`config.mk`:
```
export PLATFORM = sky130hd
export DESIGN_NAME = fpxx_addsub_pipe
export DESIGN_NICKNAME = d
export VERILOG_FILES = /design/src/rtl/fpxx_addsub_pipe.sv
export SDC_FILE = /design/constraint.sdc
export NUM_CORES = 1
export LEC_CHECK = 0
export CAP_MARGIN = 5
export CORE_MARGIN = 3
export CORE_UTILIZATION = 55
export CTS_CLUSTER_DIAMETER = 100
export CTS_CLUSTER_SIZE = 12
export DETAILED_ROUTE_END_ITERATION = 10
export GPL_TIMING_DRIVEN = 0
export PLACE_DENSITY = 0.79
export SLEW_MARGIN = 20
export SYNTH_ARGS = -nofsm -noshare
export SYNTH_HDL_FRONTEND = slang
export SYNTH_SLANG_ARGS = --single-unit
```
`constraint.sdc`:
```
create_clock -name osc_clk -period 11.9 [get_ports osc_clk]
set_input_delay 1.19 -clock osc_clk [delete_from_list [all_inputs] [get_ports osc_clk]]
set_output_delay 1.19 -clock osc_clk [all_outputs]
set_load 0.02 [all_outputs]
```
`src/rtl/fpxx_addsub_pipe.sv`:
```
// fpxx_addsub_pipe: 5-stage pipelined floating-point add/subtract with flush-to-zero and status flags.
// Define FPXX_ADDSUB_ROUND_EN for round-to-nearest-even; otherwise results truncate toward zero.
module fpxx_addsub_pipe #(
    parameter int EXP_W  = 8,
    parameter int MANT_W = 23
) (
    input  logic                  osc_clk,
    input  logic                  reset,
    input  logic                  in_valid,
    input  logic                  in_sub,
    input  logic [EXP_W+MANT_W:0] op_a,
    input  logic [EXP_W+MANT_W:0] op_b,
    output logic                  out_valid,
    output logic [EXP_W+MANT_W:0] result,
    output logic                  out_ovf,
    output logic                  out_unf,
    output logic                  out_nan
);
    localparam int W = EXP_W + MANT_W + 1;
    localparam int M = MANT_W + 4;
    localparam int LZ_W = $clog2(MANT_W + 5);
    localparam logic [EXP_W-1:0] EMAX = '1;
    localparam logic [EXP_W-1:0] CAP = EXP_W'(MANT_W + 3);
`ifdef FPXX_ADDSUB_ROUND_EN
    localparam bit RNE = 1'b1;
`else
    localparam bit RNE = 1'b0;
`endif

    typedef struct packed {
        logic             v;
        logic             s;
        logic [EXP_W-1:0] e;
        logic             sp;
        logic             nan;
        logic [W-1:0]     spr;
    } ctl_t;

    logic v0_q, sub0_q;
    logic [W-1:0] a0_q, b0_q;
    ctl_t c1_d, c1_q, c2_q, c3_q, c4_q;
    logic [MANT_W:0] mx1_d, my1_d, mx1_q, my1_q, mx2_q;
    logic [EXP_W-1:0] diff1_d, diff1_q;
    logic esub1_d, esub1_q, esub2_q;
    logic [M-1:0] my2_d, my2_q;
    logic [M:0] sum3_d, sum3_q, sum4_q;
    logic [LZ_W-1:0] lz4_d, lz4_q;
    logic [W-1:0] res_d;
    logic ovf_d, unf_d, nan_d;

    logic sa, sb, za, zb, ia, ib, na, nb, swap;
    logic [EXP_W-1:0] ea, eb;
    logic [MANT_W-1:0] fa, fb;
    logic [MANT_W:0] ma, mb;
    always_comb begin
        {sa, ea, fa} = a0_q;
        {sb, eb, fb} = {b0_q[W-1] ^ sub0_q, b0_q[W-2:0]};
        za = ea == '0;
        zb = eb == '0;
        ia = ea == EMAX && fa == '0;
        ib = eb == EMAX && fb == '0;
        na = ea == EMAX && fa != '0;
        nb = eb == EMAX && fb != '0;
        ma = za ? '0 : {1'b1, fa};
        mb = zb ? '0 : {1'b1, fb};
        swap = {eb, mb} > {ea, ma};
        mx1_d = swap ? mb : ma;
        my1_d = swap ? ma : mb;
        diff1_d = swap ? eb - ea : ea - eb;
        esub1_d = sa ^ sb;
        c1_d.v = v0_q;
        c1_d.s = swap ? sb : sa;
        c1_d.e = swap ? eb : ea;
        c1_d.nan = na | nb | (ia & ib & (sa ^ sb));
        c1_d.sp = c1_d.nan | ia | ib | (za & zb);
        c1_d.spr = c1_d.nan ? {1'b0, EMAX, 1'b1, {(MANT_W-1){1'b0}}}
                 : (ia | ib) ? {ia ? sa : sb, EMAX, {MANT_W{1'b0}}}
                 : {sa & sb, {(W-1){1'b0}}};
    end

    // bits shifted past the sticky position are OR-ed back into it
    logic [EXP_W-1:0] sh;
    logic [M-1:0] ext2;
    always_comb begin
        sh = diff1_q > CAP ? CAP : diff1_q;
        ext2 = {my1_q, 3'b000};
        my2_d = (ext2 >> sh) | {{(M-1){1'b0}}, |(ext2 & ~({M{1'b1}} << sh))};
    end

    assign sum3_d = esub2_q ? {1'b0, mx2_q, 3'b000} - {1'b0, my2_q}
                            : {1'b0, mx2_q, 3'b000} + {1'b0, my2_q};

    always_comb begin
        lz4_d = LZ_W'(M);
        for (int i = 0; i < M; i++)
            if (sum3_q[i]) lz4_d = LZ_W'(M - 1 - i);
    end

    logic carry, zero, inc, unf, ovf;
    logic [M-1:0] nm;
    logic [EXP_W+1:0] en, er;
    logic [MANT_W+1:0] mr;
    logic [MANT_W-1:0] fr;
    always_comb begin
        carry = sum4_q[M];
        zero = sum4_q == '0;
        nm = carry ? {sum4_q[M:2], |sum4_q[1:0]} : sum4_q[M-1:0] << lz4_q;
        en = carry ? {2'b00, c4_q.e} + (EXP_W+2)'(1) : {2'b00, c4_q.e} - (EXP_W+2)'(lz4_q);
        inc = RNE & nm[2] & (nm[3] | nm[1] | nm[0]);
        mr = {1'b0, nm[M-1:3]} + (MANT_W+2)'(inc);
        er = mr[MANT_W+1] ? en + (EXP_W+2)'(1) : en;
        fr = mr[MANT_W+1] ? mr[MANT_W:1] : mr[MANT_W-1:0];
        unf = !zero && (en[EXP_W+1] || en == '0);
        ovf = !zero && !unf && er >= {2'b00, EMAX};
        nan_d = c4_q.sp & c4_q.nan;
        unf_d = !c4_q.sp & unf;
        ovf_d = !c4_q.sp & ovf;
        res_d = c4_q.sp ? c4_q.spr
              : zero ? '0
              : unf ? {c4_q.s, {(W-1){1'b0}}}
              : ovf ? {c4_q.s, EMAX, {MANT_W{1'b0}}}
              : {c4_q.s, er[EXP_W-1:0], fr};
    end

    always_ff @(posedge osc_clk or posedge reset) begin
        if (reset) begin
            v0_q <= 1'b0;
            sub0_q <= 1'b0;
            a0_q <= '0;
            b0_q <= '0;
            c1_q <= '0;
            c2_q <= '0;
            c3_q <= '0;
            c4_q <= '0;
            mx1_q <= '0;
            my1_q <= '0;
            diff1_q <= '0;
            esub1_q <= 1'b0;
            mx2_q <= '0;
            my2_q <= '0;
            esub2_q <= 1'b0;
            sum3_q <= '0;
            sum4_q <= '0;
            lz4_q <= '0;
            out_valid <= 1'b0;
            result <= '0;
            out_ovf <= 1'b0;
            out_unf <= 1'b0;
            out_nan <= 1'b0;
        end else begin
            v0_q <= in_valid;
            sub0_q <= in_sub;
            a0_q <= op_a;
            b0_q <= op_b;
            c1_q <= c1_d;
            mx1_q <= mx1_d;
            my1_q <= my1_d;
            diff1_q <= diff1_d;
            esub1_q <= esub1_d;
            c2_q <= c1_q;
            mx2_q <= mx1_q;
            my2_q <= my2_d;
            esub2_q <= esub1_q;
            c3_q <= c2_q;
            sum3_q <= sum3_d;
            c4_q <= c3_q;
            sum4_q <= sum3_q;
            lz4_q <= lz4_d;
            out_valid <= c4_q.v;
            if (c4_q.v) begin
                result <= res_d;
                out_ovf <= ovf_d;
                out_unf <= unf_d;
                out_nan <= nan_d;
            end
        end
    end
endmodule
```
==> flow_metrics.env <==
export IMPL_tritoncts="built"
export IMPL_postCtsSetupBuffers=0
export IMPL_wl_met3_mm=2.621
export IMPL_io_buffers=103
export IMPL_status="finished clean"
export IMPL_wirelength_mm=44.96
export IMPL_wl_met2_mm=21.86
export IMPL_clk_pin_slew_ns=0.07
export IMPL_rsz0062_at_grt="no"
export IMPL_crit_path_start_kind="flop"
export IMPL_min_period_ns=4.519
export IMPL_grt_start_max_net_pins=106
export IMPL_drcViolationCount=0
export IMPL_tightest_slew_ns=0.7045
export IMPL_yosysTopAreaCell="dfrtp_1"
export IMPL_slew_violations=0
export IMPL_synth_top_cell_area_share=0.4823
export IMPL_drtIter0Drc=1298
export IMPL_synthTopCellsByArea="dfrtp_1 (48%), ha_1 (7.1%), mux2i_1 (5.2%)"
export IMPL_synthArstFlopShare=1.000
export IMPL_io_pin_count=104
export IMPL_synth_ff_type="dfrtp_1"
export IMPL_cap_violations=0
export IMPL_slew_headroom=0.5254
export IMPL_cts_root_buf="clkbuf_16"
export IMPL_core_area_mm2=0.03003
export IMPL_fin_area_mm2=0.01943
export IMPL_htreeDepth=1
export IMPL_p_total_mw=3.654
export IMPL_synth_seq_area_share=0.4823
export IMPL_cp_data_arrival_time_ns=4.93
export IMPL_cts_buffers=31
export IMPL_leakage_nw=8.829
export IMPL_netlist_area_mm2=0.01702
export IMPL_hpwl_mm=35.06
export IMPL_gr_usage_all_layers=0.2688
export IMPL_wl_per_cell_um=19.73
export IMPL_vdd_drop_max_mv=0.1266
export IMPL_synthCells=1750
export IMPL_routabilityCongestion=0.9813
export IMPL_antenna_found_initial=0
export IMPL_postPlaceCellArea_mm2=0.01863
export IMPL_via_count=13660
export IMPL_post_route_period_util=0.3798
export IMPL_final_nets=2057
export IMPL_ant_nets=0
export IMPL_required_ns=12.31
export IMPL_synth_edf_count=0
export IMPL_end_kind="flop"
export IMPL_filler_cell_count=2426
export IMPL_hp_class="reg2reg"
export IMPL_syn_nets=1918
export IMPL_tns_ns=0
export IMPL_multi_input_area_mm2=0.007915
export IMPL_fmax_mhz=221.3
export IMPL_grt_pass1_wl_mm=72.02
export IMPL_regArea_mm2=0.008208
export IMPL_rows=63
export IMPL_cts_resized_gates=0
export IMPL_setup_violations=0
export IMPL_r2r_slack_ns=7.38
export IMPL_final_hold_violation_count=0
export IMPL_highest_layer="met4"
export IMPL_ys_ff_latch=328
export IMPL_skew_ns=0.02513
export IMPL_syn_to_final_growth_pct=14.18
export IMPL_clockBufferDepth=3
export IMPL_path_max_fanout=10
export IMPL_die_y_um=181.9
export IMPL_wl_met1_mm=19.10
export IMPL_cts_hold_buf=0
export IMPL_initial_core_util=0.5667
export IMPL_path_class="reg2reg"
export IMPL_antennaDiodeCount=0
export IMPL_die_x_um=181.9
export IMPL_drive_gt1_frac=0.05611
export IMPL_die_area_mm2=0.03309
export IMPL_first_pass_iters=7
export IMPL_grt_pass1_vias=13430
export IMPL_grt_overflow=0
export IMPL_cts_sinks=328
export IMPL_via_per_inst=5.992
export IMPL_power_density_mw_per_mm2=188.0
export IMPL_synth_avg_cell_area_um2=9.725
export IMPL_worstSkewPairLatency_ns=0.58
export IMPL_yosysWarnings=0
export IMPL_synth_cell_types=78
-- cell usage in the layout (no fill, tap or decap), types with 20 or more instances in the layout --
| master | synthesis | layout |
|---|---|---|
| a21o_1 | 20 | 20 |
| a21oi_1 | 103 | 103 |
| nand2_1 | 177 | 177 |
| mux2_2 | 22 | 22 |
| clkbuf_1 | 60 | 60 |
| buf_2 | 23 | 23 |
| xnor2_1 | 26 | 26 |
| clkdlybuf4s50_1 | 0 | 103 |
| dfrtp_1 | 328 | 328 |
| o22ai_1 | 41 | 41 |
| nor2_1 | 128 | 128 |
| nor4_1 | 34 | 34 |
| inv_1 | 133 | 132 |
| mux2i_1 | 88 | 88 |
| ha_1 | 96 | 96 |
| nand4_1 | 20 | 20 |
| clkbuf_16 | 0 | 31 |
| nor3_1 | 31 | 31 |
| nand3_1 | 48 | 48 |
| a211oi_1 | 22 | 22 |
| o21ai_0 | 143 | 143 |
-- final cells by class --
| cell class | instances | share of cell area |
|---|---|---|
| clock buffers | 31 | 0.03992 |
| repair buffers | 106 | 0.05730 |
| multi-input cells | 1195 | 0.4073 |
| flip-flops and latches | 328 | 0.4224 |
| plain buffers | 92 | 0.02002 |
| inverters | 135 | 0.02646 |
| clock inverters | 2 | 0.001481 |
| well taps | 390 | 0.02511 |
-- cell families after synthesis --
group / share of synthesized area
flip-flops: 0.4823
multiplexers: 0.07558
AO/OA/AOI/OAI: 0.1585
buffers and inverters: 0.05264
adder cells (fa/ha/maj): 0.07587
XOR/XNOR: 0.02007
AND/OR/NAND/NOR: 0.1351
-- routing by layer --
metal / global-route usage / vias to the layer above
li1: - / 6408
met1: 0.3646 / 6609
met2: 0.4634 / 539
met3: 0.02985 / 100
met4: 0.07008 / 0
met5: 0 / -
-- final timing paths --
check / from / cells past startpoint / end
hold / removal: c2_q[42] / 0 / c3_q[42]
min in group asynchronous: reset / 2 / c4_q[31]
hold reg to reg: c2_q[42] / 0 / c3_q[42]
setup / recovery: a0_q[24] / 15 / mx1_q[7]
setup reg to reg: a0_q[24] / 15 / mx1_q[7]
max in group asynchronous: reset / 4 / mx2_q[9]
-- synthesized netlist by cell type (all sizes together), types with 7 or more instances --
library cell	count
dfrtp	328
nand2	177
o21ai	147
inv	133
nor2	128
a21oi	104
ha	96
mux2i	88
clkbuf	60
nand3	48
o22ai	41
nor4	34
nor3	33
buf	32
xnor2	26
a211oi	22
mux2	22
a21o	20
nand4	20
a22oi	14
nand2b	14
xor2	13
a31oi	11
nor2b	11
o21bai	9
o31ai	9
or3	8
mux4	7
o211ai	7
-- per-stage QoR --
step	hold WS (ns)	setup slack, ns	instances	util
6_report	0.3373	7.381	2279	0.6470
3_3_place_gp	0.3315	-1.203	2243	0.6173
4_1_cts	0.3389	7.469	2279	0.6470
3_5_place_dp	0.3347	7.460	2246	0.6203
5_1_grt	0.3529	7.206	2279	0.6470
2_1_floorplan	0.3312	1.627	1750	-
-- flip-flops by register name, indices dropped and copies added (netlist names) --
signal / count
out_unf: 1
lz4_q: 5
out_nan: 1
v0_q: 1
a0_q: 32
mx2_q: 24
c3_q: 14
esub2_q: 1
diff1_q: 8
my2_q: 27
b0_q: 32
sub0_q: 1
my1_q: 24
sum4_q: 28
result: 32
esub1_q: 1
out_ovf: 1
c4_q: 14
c2_q: 14
out_valid: 1
c1_q: 14
mx1_q: 24
sum3_q: 28
-- critical path, cell delays in order, from the launching register on --
cell and delay [ns]:
dfrtp_1 0.44, nor4_1 0.09, nand2_1 0.11, clkbuf_1 0.39, buf_1 0.45, nand2_1 0.15
ha_1 0.32, a211oi_1 0.24, o21bai_1 0.11, a2111oi_0 0.49, o21ai_1 0.15, o22a_1 0.24
buf_6 0.14, buf_2 0.20, clkbuf_1 0.24, o21ai_0 0.61
-- power by group --
part           total, mW  internal (mW)  switching [mW]  leakage (nW)
registers           1.53           1.32           0.211          3.96
clock network      0.836          0.458           0.378         0.396
logic               1.29          0.530           0.755          4.47
Power figures use the tool's default switching activity.
